--- src/rtl/counter_8bit_sequencer.sv ---
// counter_8bit_sequencer
//
// Purpose: drives the enable (E) and mode (M) inputs of an external 8-bit
// up/down counter. An accepted Start request produces exactly Len counter
// advances in the chosen direction, followed by a one-cycle Done pulse.
// Carries/borrows seen from the counter while it is enabled are recorded
// in a sticky Wrap flag.
//
// Optional feature: define SEQ_PAUSE_EN to add the Pause input. Pause freezes
// a run without losing steps. Without the macro the block behaves as if
// Pause were tied low.
//
// Ports:
//   Clk      in   clock, rising edge active
//   Reset    in   asynchronous active-high reset
//   Start    in   run request, only honoured in IDLE
//   Dir      in   run direction (1 = up, 0 = down), latched with Start
//   Len      in   [LEN_W] number of counter steps, latched with Start
//   Abort    in   terminate the current run without a Done pulse
//   Pause    in   (SEQ_PAUSE_EN only) hold the run, freezing remaining steps
//   Cout_in  in   carry/borrow from the driven counter
//   E        out  registered count enable
//   M        out  registered count mode (1 = up, 0 = down)
//   Busy     out  high while a run is in progress
//   Done     out  one-cycle pulse after a run completes normally
//   Wrap     out  sticky carry/borrow seen while E was high

module counter_8bit_sequencer #(
  parameter int LEN_W = 8
) (
  input  logic             Clk,
  input  logic             Reset,
  input  logic             Start,
  input  logic             Dir,
  input  logic [LEN_W-1:0] Len,
  input  logic             Abort,
`ifdef SEQ_PAUSE_EN
  input  logic             Pause,
`endif
  input  logic             Cout_in,
  output logic             E,
  output logic             M,
  output logic             Busy,
  output logic             Done,
  output logic             Wrap
);

  typedef enum logic [1:0] {
    IDLE = 2'd0,
    RUN  = 2'd1,
    DONE = 2'd2
  } state_t;

  state_t           state_q, state_d;
  logic             e_q, e_d;
  logic             m_q, m_d;
  logic             wrap_q, wrap_d;
  logic [LEN_W-1:0] remaining_q, remaining_d;
  logic             pauseReq;

`ifdef SEQ_PAUSE_EN
  assign pauseReq = Pause;
`else
  assign pauseReq = 1'b0;
`endif

  always_ff @(posedge Clk or posedge Reset) begin
    if (Reset) begin
      state_q     <= IDLE;
      e_q         <= 1'b0;
      m_q         <= 1'b1;
      wrap_q      <= 1'b0;
      remaining_q <= '0;
    end else begin
      state_q     <= state_d;
      e_q         <= e_d;
      m_q         <= m_d;
      wrap_q      <= wrap_d;
      remaining_q <= remaining_d;
    end
  end

  always_comb begin
    state_d     = state_q;
    e_d         = 1'b0;
    m_d         = m_q;
    remaining_d = remaining_q;
    // A carry/borrow only counts when the counter actually advanced.
    wrap_d      = wrap_q | (Cout_in & e_q);

    unique case (state_q)
      IDLE: begin
        // Abort has priority over Start here.
        if (Start && !Abort) begin
          m_d    = Dir;
          wrap_d = 1'b0;
          if (Len != '0) begin
            state_d     = RUN;
            e_d         = 1'b1;
            remaining_d = Len;
          end else begin
            state_d = DONE;
          end
        end
      end

      RUN: begin
        if (Abort) begin
          state_d     = IDLE;
          remaining_d = '0;
        end else if (e_q) begin
          // The step enabled this cycle is consumed at this edge, even if a
          // pause is requested; the final step always completes the run.
          remaining_d = remaining_q - LEN_W'(1);
          if (remaining_q == LEN_W'(1)) begin
            state_d = DONE;
          end else begin
            e_d = !pauseReq;
          end
        end else begin
          // Paused: remaining stays frozen until Pause drops.
          e_d = !pauseReq;
        end
      end

      DONE: begin
        state_d = IDLE;
      end

      default: begin
        state_d = IDLE;
      end
    endcase
  end

  assign E    = e_q;
  assign M    = m_q;
  assign Busy = (state_q == RUN);
  assign Done = (state_q == DONE);
  assign Wrap = wrap_q;

endmodule

--- config.mk ---
export PLATFORM = sky130hd
export DESIGN_NAME = counter_8bit_sequencer
export DESIGN_NICKNAME = d
export VERILOG_FILES = /design/src/rtl/counter_8bit_sequencer.sv
export SDC_FILE = /design/constraint.sdc
export NUM_CORES = 1
export LEC_CHECK = 0
export ABC_AREA = 1
export ABC_CLOCK_PERIOD_IN_PS = 2009
export BUFFER_PORTS_ARGS = -buffer_cell sky130_fd_sc_hd__buf_2
export CAP_MARGIN = 20
export CORE_MARGIN = 2
export CORE_UTILIZATION = 55
export DETAILED_ROUTE_END_ITERATION = 7
export GPL_ROUTABILITY_DRIVEN = 0
export PLACE_DENSITY = 0.84
export SYNTH_ARGS = -nofsm -noshare
export SYNTH_HDL_FRONTEND = slang
export SYNTH_SLANG_ARGS = --single-unit
--- constraint.sdc ---
create_clock -name Clk -period 2.01 [get_ports Clk]
set_clock_uncertainty 0.1 [all_clocks]
set_input_delay 0.402 -clock Clk [delete_from_list [all_inputs] [get_ports Clk]]
set_output_delay 0.402 -clock Clk [all_outputs]
set_load 0.1 [all_outputs]
==> results.md, run 1 <==
* Max-slew headroom at 0.656
* Crit path capture type: primary output
* Die area at 0.00197 mm^2
* Hold-fix buffers at CTS at 0
* Most common cell in the synthesized netlist: nand2_1
* Port Buffers at 18
* Slew Limit Fails at 0
* GRT Residual Overflow at 0
* Register area share after synthesis at 0.365
* Max incr delay on CP at 0.46 ns
* Synth top area cells: dfrtp_1 34%, nand2_1 13%, nor2_1 7.1%, nand2_2 7.0%, o21ai_0 6.7%
* Post-DP HPWL at 1.50 mm
* Routed length per placed instance at 11.9 um
* Initial antenna violation count at 0
* # DRC at 0
* Via count at just under 900
* Area of the core at around 0.0015 mm^2
* Net Sw Frac at 0.501
* Number of synthesized register bits at 13
* CP arrival at 1.37 ns
* Slowest cell on the critical path: dfrtp_1
* Number of global-route vias before repair at ~830
* Number of setup buffers added after CTS at 0
* Post-route ant nets at 0
* Leak Pwr at 0.000517 uW
* H-tree level count at 1
* Clk slew on worst S/H paths at 0.09 ns
* Final Core Density at 0.669
* Post-route cell area at roughly 0.0010 mm^2
* Cell-internal power at 586 uW
* Pin count of the biggest net entering global routing at 14
* Setup violation total in the final timing report at 0
* Fmax at 533 MHz
* Startpoint types: register
* CP Max Fanout at 5
* Psw at 590 uW
* Clock Latency Late Sink at 0.28 ns
* First-pass GRT wire length at 3.27 mm
* Die width at 44.4 um
* Area share of the largest cell type after synthesis at 0.335
* Mapped cell area at 896 um^2
* Status: finished clean
* Min-Delay Path Class: input port to asynchronous set/reset pin
* RSZ-0062 raised after global routing: no
* Ys async rst share at 1.00
* Final period util at 0.933
* Total GRT Usage at 0.225
* Post-synth EDFFs at 0
* Worst EP required at approximately 1.5 ns
* DRT iter0 DRCs at 32
* Mapped Cells at 122
* Logic pwr share at 0.502
* Clock tree buffer depth at 2
* Max-Cap Viols at 0
* Hold WS at 0.0350 ns
* Worst Tran Pin Value at 0.516 ns
* Syn_nets at 138
* Share of cells above drive strength 1 at 0.315
* Clock Power Share at 0.145
* Placed cell area at roughly 990 um^2
* Cell Chain, Critical Path: inv_1 > nor2_4 > buf_2
* Via/cell ratio at roughly 5.4
* Total Routed Length at 1.89 mm
* Number of synthesis warnings at 0
* Yosys top cell by area: dfrtp_1
* P&R area growth vs syn at 13.8%
* Row Count at 14
* Setup TNS at 0 ns
* Clock root cell: clkbuf_4
* Seq pwr share at 0.353
* # resized after CTS at 0
* Num ports at 19
* TritonCTS Buffers at 3
* Final hold vios at 0
* Critical path type: register to primary output
* Drt first pass iters at 4
* TritonCTS clock tree: built
* Die Y at 44.4 um
* Crit path max-delay family: buffers and inverters
* Syn avg cell area at 7.34 um^2
* Crit path time final at roughly 1.9 ns
* Fillers at 131
* Worst path bufs/invs at 2
* Most common library cells after synthesis: 30 x nand2_1, 17 x nor2_1, 12 x dfrtp_1, 12 x inv_1, 12 x o21ai_0
* Clk sinks at 13
* Unique masters post-synth at 21
* Main synth FF type: dfrtp_1
* Max IR drop VDD at 0.625 mV
* Fin nets at 160
* Ratio of total power to cell area at 1150 mW/mm^2
* # diodes at 0
* Initial Util at 0.588
## routing by layer
| metal | part of all wire | global-route usage |
|---|---|---|
| met5 | 0 | 0 |
| met4 | 0.0085 | 0.0970 |
| met3 | 0.065 | 0.0327 |
| met2 | 0.47 | 0.365 |
| met1 | 0.45 | 0.298 |
## worst reg2reg max path: cells and delay by family (launching register included)
family / cells / cell delay, ns
flip-flops: 1 / 0.46
AND/OR/NAND/NOR: 7 / 0.61
buffers and inverters: 2 / 0.26
## sequential cells by signal (all words and copies together), names as in the netlist
signal	flops
Wrap	1
state_q	2
E	1
M	1
remaining_q	8
## metrics by stage
stage               std cells  setup slack, ns  power (uW)
floorplan                 122            0.168         906
global placement          155            0.460         986
detailed placement        155            0.430        1000
CTS                       159            0.133        1170
global route              159           0.0997        1260
finish                    159            0.134        1180
## layout by cell type (no fill, tap or decap)
master and instances:
clkbuf_1 1, dfstp_2 1, buf_2 18, a31oi_1 1, ha_1 2, o21ai_0 12
inv_2 1, a21oi_1 5, nor2_1 16, nand2_2 10, dfrtp_1 12, nand2_1 30
nand4_1 2, o21ai_2 4, inv_1 12, nor2_2 1, xnor2_1 1, inv_4 1
nor2_4 4, clkbuf_4 3, nand3_1 3, nor3_1 1, nand2_4 2
## power groups by stage
stage / combinational, uW / clock, uW / sequential (uW)
2_1_floorplan: 401 / 0 / 504
3_3_place_gp: 568 / 0 / 418
3_5_place_dp: 582 / 0 / 420
4_1_cts: 587 / 168 / 415
5_1_grt: 656 / 176 / 425
6_report: 590 / 171 / 415
## kinds of logic (layout without fill, tap and decap cells)
logic type                 Yosys count  count (layout)  synth area share
and+or+nand+nor                     69              69             0.373
AOI/OAI and AO/OA                   22              22             0.141
buffers and inverters               15              36            0.0838
DFF                                 13              13             0.365
adders and majority gates            2               2            0.0279
xor gates and xnor gates             1               1           0.00978
## area by class of cell
cell class | count | area [um^2] | area share
timing repair buffer | 18 | 90.1 | 0.0883
tap | 16 | 20.0 | 0.0196
inverter | 14 | 55.1 | 0.0540
multi-input combinational | 94 | 502 | 0.492
clock buffer | 4 | 26.3 | 0.0258
sequential | 13 | 327 | 0.320
## path summary, 6_finish.rpt
check	startpoint	end	slack (ns)	cells past startpoint
min in group Clk	Dir	M	0.21	3
worst max-delay path	state_q[0]	Busy	0.13	3
max in group asynchronous	Reset	M	1.41	2
worst min-delay path	Reset	remaining_q[5]	0.03	2
worst min register to register	M	M	0.37	2
worst max register to register	state_q[1]	remaining_q[5]	0.51	9
Note: power is estimated with default switching activity, not from simulation.
==> run 2: changes to the inputs <==
CELL_PAD_IN_SITES_DETAIL_PLACEMENT = 0   (was not set)
CELL_PAD_IN_SITES_GLOBAL_PLACEMENT = 1   (was not set)
CORE_UTILIZATION = 40   (was 55)
PLACE_DENSITY = 0.85   (was 0.84)
==> run 2 against run 1 <==
Clock-buffer cell count is the same. Combinational power fell by 2%. Die area up 34%. Flip-flop and latch count unchanged. Sequential share of layout area decreased by 0.46 points. Cell count is 7.5% higher. Critical path depth unchanged. Register-to-register slack better by 0.02 ns. Sequential power about the same. Core utilization down 19 points. Clock power down 4%. Design area is 1.5% higher. Critical endpoint unchanged. Highest routed layer unchanged.
==> results.md, run 2 (synthesis gave the netlist of run 1 again) <==
* Status: finished clean
* Leak Pwr at 0.000517 uW (unchanged)
* Max-Cap Viols at 0 (unchanged)
* Share of cells above drive strength 1 at 0.315 (unchanged)
* First-pass GRT wire length at 3.24 mm (-0.83%)
* Row Count at 17 (+3)
* Cell-internal power at 587 uW (about the same)
* Die area at 0.00263 mm^2 (+34%)
* Slowest cell on the critical path: dfrtp_1
* Drt first pass iters at 4 (unchanged)
* Clock Power Share at 0.143 (-0.002)
* Total Routed Length at 1.78 mm (-6.0%)
* WL met3 at 42 um (-66%)
* P&R area growth vs syn at 15.5%
* RSZ-0062 raised after global routing: no
* Max-slew headroom at 0.661 (+0.00459)
* Startpoint types: register
* Slew Limit Fails at 0 (unchanged)
* Routed length per placed instance at 10.4 um (-13%)
* Logic pwr share at 0.500 (-0.002)
* Final period util at 0.926 (-0.00751)
* Pre-CTS WS at 0.425 ns (-0.00459 ns)
* Via count at 809 (-6.5%)
* Worst path bufs/invs at 2 (unchanged)
* H-tree level count at 1 (unchanged)
* Initial antenna violation count at 0 (unchanged)
* Initial Util at 0.413 (-0.175)
* Wl on met1 at 873 um (+2.3%)
* Top Registers: remaining_q: 8 flops, state_q: 2 flops
* Total GRT Usage at 0.163 (-0.0612)
* Setup violation total in the final timing report at 0 (unchanged)
* Top sig layer: met4
* Worst EP required at 1.51 ns (about the same)
* Cell Chain, Critical Path: inv_1 > nor2_4 > buf_2
* Fillers at 247 (+89%)
* Pin count of the biggest net entering global routing at 14 (unchanged)
* Psw at 570 uW (-3.3%)
* GRT Residual Overflow at 0 (unchanged)
* Max incr delay on CP at 0.46 ns (about the same)
* Crit path max-delay family: buffers and inverters
* CP Max Fanout at 5 (unchanged)
* Ratio of total power to cell area at 1120 mW/mm^2 (-3.1%)
* Min-Delay Path Class: input port to asynchronous set/reset pin
* Max FFs per register at 8 (unchanged)
* Fin nets at 160 (unchanged)
* Via/cell ratio at 4.73 (-13%)
* Number of global-route vias before repair at 746 (-9.8%)
* Clock Latency Late Sink at 0.27 ns (about the same)
* Die Y at 51.3 um (+16%)
* # resized after CTS at 0 (unchanged)
* Most common cell after layout, fill and taps aside: nand2_1
* Critical path type: register to primary output
* Max IR drop VDD at 0.589 mV (-5.8%)
* Clock root cell: clkbuf_4
* Worst Tran Pin Value at 0.509 ns (-0.00688 ns)
* WL met2 at 844 um (-5.8%)
* TritonCTS Buffers at 3 (unchanged)
* Final hold vios at 0 (unchanged)
* Port Buffers at 18 (unchanged)
* Post-route setup slack at 0.149 ns (+0.0151 ns)
* Most flops, register: remaining_q
* CP arrival at 1.36 ns (about the same)
* Number of setup buffers added after CTS at 0 (unchanged)
* Clk sinks at 13 (unchanged)
* Seq pwr share at 0.358 (+0.005)
* Post-DP HPWL at 1.48 mm (-1.3%)
* Net Sw Frac at 0.493 (-0.00851)
* Num ports at 19 (unchanged)
* Hold-fix buffers at CTS at 0 (unchanged)
* # diodes at 0 (unchanged)
* Commonest non-fill, non-tap cells in the layout: 30 x nand2_1, 18 x buf_2, 16 x nor2_1
* Clk slew on worst S/H paths at 0.08 ns (about the same)
* Crit path capture type: primary output
* Post-route ant nets at 0 (unchanged)
* Area of the core at 0.00217 mm^2 (+42%)
* Fmax at 537 MHz (+0.81%)
* Die width at 51.3 um (+16%)
* DRT iter0 DRCs at 11 (-66%)
* TritonCTS clock tree: built
* Setup TNS at 0 ns (unchanged)
* # DRC at 0 (unchanged)
* Crit path time final at 1.86 ns (-0.0151 ns)
* Clock tree buffer depth at 2 (unchanged)
## run 2: layout make-up
cell class / instances / area (um^2) / share of cell area
Sequential cell: 13 / 327 / 0.316
Inverter: 14 / 55.1 / 0.0532
Tap cell: 28 / 35.0 / 0.0339
Multi-Input combinational cell: 94 / 502 / 0.485
Timing Repair Buffer: 18 / 90.1 / 0.0871
Clock buffer: 4 / 26.3 / 0.0254
## run 2: routing by layer
layer | global-route usage | up-vias
met4 | 0.0526 | 0
li1 | - | 429
met2 | 0.271 | 10
met1 | 0.223 | 368
met3 | 0.0175 | 2
met5 | 0 | -
## run 2: metrics by stage
step                std cells  hold slack (ns)  cell area, um^2  utilization  total power, uW
finish                    171           0.0389             1030        0.477             1160
global route              171           0.0914             1030        0.477             1260
CTS                       171           0.0547             1030        0.477             1170
detailed placement        167            0.359             1010        0.465             1000
global placement          167            0.352             1010        0.465              996
floorplan                 122            0.178              903            -              906
## run 2: path summary, 6_finish.rpt
path | start | endpoint | slack [ns] | cells past startpoint
max reg2reg | state_q[1] | remaining_q[5] | 0.53 | 9
min in group Clk | Dir | M | 0.22 | 3
min reg2reg | M | M | 0.37 | 2
min | Reset | remaining_q[2] | 0.04 | 2
max in group asynchronous | Reset | M | 1.41 | 2
max | state_q[0] | Busy | 0.15 | 3
## run 2: power groups by stage
stage / Combinational, uW / Sequential, uW / Clock (uW)
floorplan: 401 / 504 / 0
global placement: 579 / 417 / 0
detailed placement: 583 / 418 / 0
CTS: 586 / 413 / 168
global route: 650 / 424 / 182
finish: 578 / 414 / 165
